$ cat config.mk
export PLATFORM = sky130hd
export DESIGN_NAME = regfile_write_queue
export DESIGN_NICKNAME = d
export VERILOG_FILES = /design/src/rtl/regfile_write_queue.sv
export SDC_FILE = /design/constraint.sdc
export NUM_CORES = 1
export LEC_CHECK = 0
export BUFFER_PORTS_ARGS = -buffer_cell sky130_fd_sc_hd__buf_2
export CAP_MARGIN = 10
export CORE_MARGIN = 1
export CORE_UTILIZATION = 45
export DETAILED_ROUTE_END_ITERATION = 6
export GPL_ROUTABILITY_DRIVEN = 0
export PLACE_DENSITY = 0.65
export SYNTH_ARGS = -nofsm -noshare
export SYNTH_HDL_FRONTEND = slang
export SYNTH_SLANG_ARGS = --single-unit
export TNS_END_PERCENT = 30
$ cat constraint.sdc
create_clock -name clk -period 3.7 [get_ports clk]
set_clock_uncertainty 0.15 [all_clocks]
set_input_delay 0.74 -clock clk [delete_from_list [all_inputs] [get_ports clk]]
set_output_delay 0.74 -clock clk [all_outputs]
set_load 0.02 [all_outputs]
$ cat src/rtl/regfile_write_queue.sv
// Buffered register-file write-back queue: a small FIFO of {addr, data} writes drained one per cycle
// into a registered write port, with a combinational youngest-first bypass over pending writes.
module regfile_write_queue #(
    parameter int DATA_W = 16,
    parameter int DEPTH  = 4
) (
    input  logic                     clk,
    input  logic                     rst_n,
    input  logic                     in_valid,
    output logic                     in_ready,
    input  logic [3:0]               in_addr,
    input  logic [DATA_W-1:0]        in_data,
    input  logic                     rf_stall,
    output logic                     wr_en,
    output logic [3:0]               wr_addr,
    output logic [DATA_W-1:0]        wr_data,
    input  logic [3:0]               byp_addr,
    output logic                     byp_hit,
    output logic [DATA_W-1:0]        byp_data,
    output logic [$clog2(DEPTH):0]   count
);
    localparam int PW = $clog2(DEPTH);
    localparam int CW = PW + 1;

    logic [3:0]        addr_q [DEPTH];
    logic [3:0]        addr_d [DEPTH];
    logic [DATA_W-1:0] data_q [DEPTH];
    logic [DATA_W-1:0] data_d [DEPTH];
    logic [PW-1:0]     head_q, head_d, tail_q, tail_d;
    logic [CW-1:0]     count_q, count_d;
    logic              wr_en_q, wr_en_d;
    logic [3:0]        wr_addr_q, wr_addr_d;
    logic [DATA_W-1:0] wr_data_q, wr_data_d;

    logic push, pop;

    // Ready depends only on the registered count, so a same-cycle pop never frees a full queue.
    assign in_ready = rst_n && (count_q < CW'(DEPTH));
    assign push     = in_valid && in_ready;
    assign pop      = (count_q != '0) && !rf_stall;

    always_comb begin
        addr_d    = addr_q;
        data_d    = data_q;
        head_d    = head_q;
        tail_d    = tail_q;
        count_d   = count_q;
        wr_en_d   = pop;
        wr_addr_d = wr_addr_q;
        wr_data_d = wr_data_q;
        if (push) begin
            addr_d[tail_q] = in_addr;
            data_d[tail_q] = in_data;
            tail_d         = tail_q + PW'(1);
        end
        if (pop) begin
            wr_addr_d = addr_q[head_q];
            wr_data_d = data_q[head_q];
            head_d    = head_q + PW'(1);
        end
        case ({push, pop})
            2'b10:   count_d = count_q + CW'(1);
            2'b01:   count_d = count_q - CW'(1);
            default: count_d = count_q;
        endcase
    end

    always_ff @(posedge clk or negedge rst_n) begin
        if (!rst_n) begin
            for (int i = 0; i < DEPTH; i++) begin
                addr_q[i] <= '0;
                data_q[i] <= '0;
            end
            head_q    <= '0;
            tail_q    <= '0;
            count_q   <= '0;
            wr_en_q   <= 1'b0;
            wr_addr_q <= '0;
            wr_data_q <= '0;
        end else begin
            addr_q    <= addr_d;
            data_q    <= data_d;
            head_q    <= head_d;
            tail_q    <= tail_d;
            count_q   <= count_d;
            wr_en_q   <= wr_en_d;
            wr_addr_q <= wr_addr_d;
            wr_data_q <= wr_data_d;
        end
    end

    // Slot gi of the bypass view is the (gi+1)-th youngest entry, i.e. tail-1-gi.
    logic [DEPTH-1:0]  fifo_hit;
    logic [DATA_W-1:0] slot_data [DEPTH];

    for (genvar gi = 0; gi < DEPTH; gi++) begin : g_byp
        logic [PW-1:0] slot;
        assign slot          = tail_q - PW'(gi + 1);
        assign fifo_hit[gi]  = (CW'(gi) < count_q) && (addr_q[slot] == byp_addr);
        assign slot_data[gi] = data_q[slot];
    end

    // Lowest priority first so the youngest match overwrites older ones.
    always_comb begin
        byp_hit  = 1'b0;
        byp_data = '0;
        if (wr_en_q && (wr_addr_q == byp_addr)) begin
            byp_hit  = 1'b1;
            byp_data = wr_data_q;
        end
        for (int i = DEPTH - 1; i >= 0; i--) begin
            if (fifo_hit[i]) begin
                byp_hit  = 1'b1;
                byp_data = slot_data[i];
            end
        end
    end

    assign wr_en   = wr_en_q;
    assign wr_addr = wr_addr_q;
    assign wr_data = wr_data_q;
    assign count   = count_q;

endmodule

==> results of run 1 <==
-- metal layers --
layer	up-vias	track usage	part of all wire
met4	0	0.0755	0.016
met5	-	0	0
li1	2341	-	-
met1	2867	0.337	0.44
met2	174	0.398	0.50
met3	26	0.0287	0.042
-- layout by cell type (no fill, tap or decap), drive strengths merged, types with 2 or more instances in the layout --
| master | count |
|---|---|
| a211o | 16 |
| a21oi | 17 |
| and2 | 16 |
| buf | 100 |
| clkbuf | 10 |
| clkinv | 2 |
| dfrtp | 108 |
| ha | 9 |
| inv | 10 |
| mux2 | 115 |
| mux2i | 18 |
| mux4 | 93 |
| nand2 | 11 |
| nand2b | 15 |
| nand3 | 19 |
| nand3b | 2 |
| nor2 | 4 |
| nor2b | 5 |
| nor3 | 2 |
| o2111ai | 2 |
| o211ai | 3 |
| o21ai | 3 |
| o31a | 15 |
| xnor2 | 19 |
| xor2 | 10 |
-- path summary, 6_finish.rpt --
path	slack (ns)	endpoint
max	-0.16	byp_hit
min reg2reg	0.39	wr_data[4]$_DFFE_PN0P_
max reg2reg	1.18	addr_q[7]$_DFFE_PN0P_
max in group asynchronous	1.65	tail_q[0]$_DFFE_PN0P_
min in group clk	0.39	wr_data[4]$_DFFE_PN0P_
min	0.33	wr_addr[1]$_DFFE_PN0P_
-- final cells by class --
class                           instances  area, um2  share of cell area
Sequential cell                       108       2710               0.299
Clock buffer                           10        239              0.0264
Clock inverter                          6       68.8             0.00761
Tap cell                              220        275              0.0304
Multi-Input combinational cell        401       5020               0.555
Inverter                                8       30.0             0.00332
Timing Repair Buffer                  100        698              0.0772
-- per-stage QoR --
step / instance area (um2) / total power [uW] / setup WS, ns / utilization / setup TNS, ns
2_1_floorplan: 7910 / 7100 / 0.00479 / - / 0
3_3_place_gp: 8610 / 8490 / 0.233 / 0.512 / 0
3_5_place_dp: 8610 / 8690 / 0.154 / 0.512 / 0
6_report: 9040 / 9930 / -0.164 / 0.538 / -1.78
4_1_cts: 8930 / 9780 / -0.127 / 0.531 / -1.71
5_1_grt: 9040 / 10500 / -0.204 / 0.538 / -3.02
-- cell families after synthesis --
logic type	synth area share
AND/OR/NAND/NOR	0.0555
buffers and inverters	0.0363
multiplexers	0.455
AO/OA/AOI/OAI	0.0593
adder cells (fa/ha/maj)	0.0143
flip-flops	0.343
XOR/XNOR	0.0361
-- power breakdown --
part	switching [uW]	internal [uW]
clock	473	549
sequential	813	1760
combinational	2830	3510
-- registers in the layout, indices dropped and copies added, names as in the netlist --
signal   cells
head_q       2
wr_addr      4
wr_data     16
wr_en        1
tail_q       2
count        3
data_q      64
addr_q      16
-- what timing repair did --
| action | 4_1_cts | 5_1_grt |
|---|---|---|
| pin swaps | 0 | 3 |
| cloned | 0 | 0 |
| resized for setup | 3 | 21 |
| setup endpoints to repair | 17 | 17 |
==> key figures, run 1 <==
Run status
  • Status: finished with violations
  • Failing checks: setup timing

Flow run
  • Max cap viols: 0

Drt
  • Via-per-instance ratio: around 6.3
  • Vias: roughly 5400
  • DRT Pass-1 Iters: 4
  • Routed len/inst: 23.9 um
  • # DRC: 0
  • Routed WL: 20400 um
  • Initial drt markers: ~360
  • Post-DRT Antenna Nets: 0

Worst setup path
  • CP Max Fanout: 11
  • Crit. End Element: output port
  • Worst path top cell family by delay: simple AND/OR/NAND/NOR gates
  • Worst R2R Start: tail_q[1]$_DFFE_PN0P_
  • Crit path buf inv count: 4
  • Critical path class: register to output port
  • Crit path cell chain: inv_2 > ha_4 > buf_12 > mux2i_2 > nor2b_1 > o211ai_1 > a21oi_4 > buf_6 > or4_1 > buf_2
  • CP max stage cell: or4_1
  • CP startpoint kind: register
  • Slowest cell delay on critical path: between 0.5 and 0.6 ns
  • R2R cell count: 6
  • Stages on worst setup path: 10
  • WP data arrival: 2.97 ns
  • CP Launch Point: tail_q[0]$_DFFE_PN0P_
  • Req. time, crit path: 2.81 ns

Final layout
  • Layout cells sized above 1: 0.506
  • Fin cells: around 850
  • Final #Nets: 665
  • Fillers: 1427
  • Area Overhead vs Synth: 14.9%
  • Antenna cells: 0

Timing
  • Worst slew pin tran: 0.899 ns
  • Final Cycle Share: 1.04
  • Slew Limit Fails: 0
  • Final Hold Viols: 0
  • Final min period: 3.86 ns
  • Max-slew headroom: 0.401
  • Hold_ws: approximately 0.33 ns
  • Slack of the critical path: -0.164 ns
  • Max Freq: 0.259 GHz
  • Setup-failing EPs final: 17
  • RSZ-0062 raised after global routing: true

Yosys
  • Mapped cell area: between 7000 and 8000 um2
  • Number of library cell types mapped by synthesis: 40
  • Primary FF master, synth: dfrtp_1
  • Largest cells by area after synthesis: dfrtp_1 (34%), mux4_2 (26%), mux2_2 (12%)
  • Synth top area share: 0.343
  • Top cell type by total area after synthesis: dfrtp_1
  • Post-Syn Nets: 604
  • Number of synthesized register bits: 108
  • Number of enable flip-flop cells after synthesis: 0
  • Top post-synthesis cells by count: dfrtp_1 (108), mux4_2 (90), mux2_2 (85)
  • Syn_area_per_cell: 13.9 um2
  • Most frequent cell after synthesis: dfrtp_1
  • Async set or reset register ratio after synthesis: 1.00
  • Synth Instances: 567
  • Register area share after synthesis: 0.343
  • Synth warnings: 0

CTS
  • Worst-path clk slew: 0.07 ns
  • CTS tree: done
  • Largest buffer count on any clock path: 2
  • Clk sinks: 108
  • Cts hold-fix bufs: 0
  • Buffer count from post-CTS setup fixing: 0
  • H-tree level count: 3
  • Clock Latency Late Sink: 0.36 ns
  • CTS root buffer: clkbuf_16
  • Total CTS buffers: 9

GRT
  • First-pass GRT wire length: 33100 um
  • Grt total ovfl: 0
  • Initial antenna violation count: 0
  • Via count of the first global-routing pass: ~5700
  • Largest net degree at the start of global routing: 68
  • GRT Total Usage: 0.242

Floorplan
  • Die Y: approximately 130 um
  • Num rows: 47
  • Starting density of the core: 0.468
  • Die Wd: roughly 130 um
  • I/O pins: 70
  • CORE AREA: 16800 um2
  • Full die area: 18000 um2

Power and ir drop
  • Pwr per Cell Area: 1100 nW/um2
  • Worst IR Drop VDD: 0.515 mV
  • Leak: 0.00370 uW

Placed design
  • Placed Cells: 837
  • Buffers added on ports: 69
  • Post-DP HPWL: 13100 um

Min path
  • Worst min-delay path category: input port to async pin
No activity file was read; power rests on OpenSTA's default activity.
==> run 2: changes to the inputs <==
- CELL_PAD_IN_SITES_DETAIL_PLACEMENT: default -> 1
- CELL_PAD_IN_SITES_GLOBAL_PLACEMENT: default -> 2
- CORE_UTILIZATION: 45 -> 39
- PLACE_DENSITY: 0.65 -> default
- PLACE_DENSITY_LB_ADDON: default -> 0.1
==> run 2 against run 1 <==
The run still ends with setup timing left. Sequential cell count unchanged. Critical path depth up 1. Global-route usage up 0.90 points. Register-to-register slack worse by 0.04 ns. Largest cell class unchanged. Largest power group unchanged.
==> key figures, run 2 (synthesis gave the netlist of run 1 again) <==
Final layout
  • Register Area: 2710 um2
  • Layout cells sized above 1: 0.535
  • Final core utilization: 0.494
  • Final instance area: 9670 um2
  • Area Overhead vs Synth: 22.9%
  • Most frequent cells in the layout: dfrtp_1 (106), mux4_2 (90), mux2_2 (76)
  • Antenna cells: 0
  • Multi-input logic area: 5050 um2
  • Fin cells: 932
  • Top reg by flops: data_q
  • Max FFs per register: 64
  • Commonest non-fill, non-tap cell in the layout: dfrtp_1
  • Fillers: 1968
  • Final #Nets: 699

Worst setup path
  • WP data arrival: around 3 ns
  • CP Max Fanout: 8
  • Crit. End Element: output port
  • R2R setup slack: 1.14 ns
  • Slowest cell delay on critical path: 0.56 ns
  • Worst path top cell family by delay: multiplexers
  • R2R cell count: 7
  • Req. time, crit path: 2.81 ns
  • Crit path cell chain: inv_4 > ha_4 > mux4_2 > xnor2_2 > nand3_2 > a21oi_4 > buf_12 > buf_16 > a21oi_1 > o31a_1 > buf_6
  • Worst R2R Start: tail_q[0]$_DFFE_PN0P_
  • CP max stage cell: mux4_2
  • Reg-to-reg critical path endpoint: data_q[8]$_DFFE_PN0P_
  • Critical path class: register to output port
  • Crit path buf inv count: 4
  • CP startpoint kind: register

Flow run
  • Max cap viols: 0

Drt
  • # DRC: 0
  • Vias: 5651
  • Via-per-instance ratio: slightly above 6
  • Routed len/inst: 26.2 um
  • Post-DRT Antenna Nets: 0
  • Routed WL: approximately 24000 um
  • Initial drt markers: 256
  • DRT Pass-1 Iters: 4

Power and ir drop
  • Pwr per Cell Area: 1140 nW/um2
  • Leak: 0.00400 uW
  • Worst IR Drop VDD: around 0.43 mV

GRT
  • Initial antenna violation count: 0
  • Largest net degree at the start of global routing: 71
  • First-pass GRT wire length: 37400 um
  • Grt total ovfl: 0
  • Via count of the first global-routing pass: 6011
  • GRT Total Usage: 0.251

Timing
  • Final min period: 3.92 ns
  • Worst slew pin tran: 0.943 ns
  • Slew Limit Fails: 0
  • Setup TNS: -3.23 ns
  • Final Hold Viols: 0
  • Final Cycle Share: 1.06
  • RSZ-0062 raised after global routing: true
  • Setup-failing EPs final: 17
  • Slack of the critical path: -0.215 ns
  • Max Freq: 0.255 GHz
  • Max-slew headroom: 0.372

CTS
  • Total CTS buffers: 9
  • Worst-path clk slew: 0.07 ns
  • Cts hold-fix bufs: 0
  • Largest buffer count on any clock path: 2
  • Clock Latency Late Sink: about 0.35 ns
  • Clk sinks: about 110
  • H-tree level count: 3
  • CTS tree: done
  • CTS root buffer: clkbuf_16

Placed design
  • Buffers added on ports: 69
  • Placed Cells: around 900
  • DP Area: about 8700 um2
  • Post-DP HPWL: 15000 um

Floorplan
  • Die Wd: around 140 um
  • CORE AREA: 19600 um2
  • Full die area: 20700 um2
  • Num rows: 51
  • Starting density of the core: 0.402
  • Die Y: roughly 140 um
  • I/O pins: 70

Run status
  • Status: finished with violations
  • Failing checks: setup timing

Min path
  • Worst min-delay path category: input port to async pin
-- run 2: worst register-to-register path, delay by kind of cell, from the launching register on --
family | cells | cell delay, ns
adder cells (fa/ha/maj) | 1 | 0.23
buffers and inverters | 4 | 1.05
flip-flops | 1 | 0.51
multiplexers | 1 | 0.41
AND/OR/NAND/NOR | 1 | 0.11
-- run 2: how the worst max path moves through the flow --
stage                                      from            to  slack, ns  cells after the start
after floorplan           tail_q[1]$_DFFE_PN0P_  byp_data[10]      0.005                     13
after global placement    tail_q[0]$_DFFE_PN0P_  byp_data[14]      -0.01                      9
after detailed placement  tail_q[0]$_DFFE_PN0P_  byp_data[14]      -0.04                      9
after CTS                 tail_q[0]$_DFFE_PN0P_  byp_data[11]      -0.20                     12
after global routing      tail_q[0]$_DFFE_PN0P_  byp_data[10]      -0.33                     11
final                     tail_q[0]$_DFFE_PN0P_  byp_data[11]      -0.22                     11
-- run 2: metrics by stage --
| stage | total power (uW) | worst slack [ns] | hold slack (ns) |
|---|---|---|---|
| 2_1_floorplan | 7100 | 0.00479 | 0.294 |
| 3_3_place_gp | 8670 | -0.0127 | 0.360 |
| 3_5_place_dp | 8860 | -0.0425 | 0.369 |
| 4_1_cts | 11000 | -0.204 | 0.314 |
| 5_1_grt | 11700 | -0.326 | 0.335 |
| 6_report | 11000 | -0.215 | 0.293 |
-- run 2: final cells by class --
cell class | count | share of cell area
multi-input combinational | 401 | 0.523
sequential | 108 | 0.280
timing repair buffer | 134 | 0.129
tap | 265 | 0.0343
clock buffer | 11 | 0.0251
clock inverter | 5 | 0.00621
inverter | 8 | 0.00336
-- run 2: metal layers --
| metal | global-route usage | vias to the layer above | part of all wire |
|---|---|---|---|
| li1 | - | 2413 | - |
| met1 | 0.355 | 3056 | 0.43 |
| met2 | 0.409 | 154 | 0.50 |
| met3 | 0.0235 | 28 | 0.052 |
| met4 | 0.0789 | 0 | 0.017 |
| met5 | 0 | - | 0 |
-- run 2: power breakdown --
part / switching, uW / total [uW] / internal (uW)
Clock: 471 / 1020 / 548
Combinational: 3160 / 7410 / 4240
Sequential: 850 / 2610 / 1760
-- run 2: timing repair --
action,CTS,global route
gates resized for setup,77,9
gates cloned,5,0
pin swaps,34,10
setup buffers,23,3
setup endpoints to repair,17,17
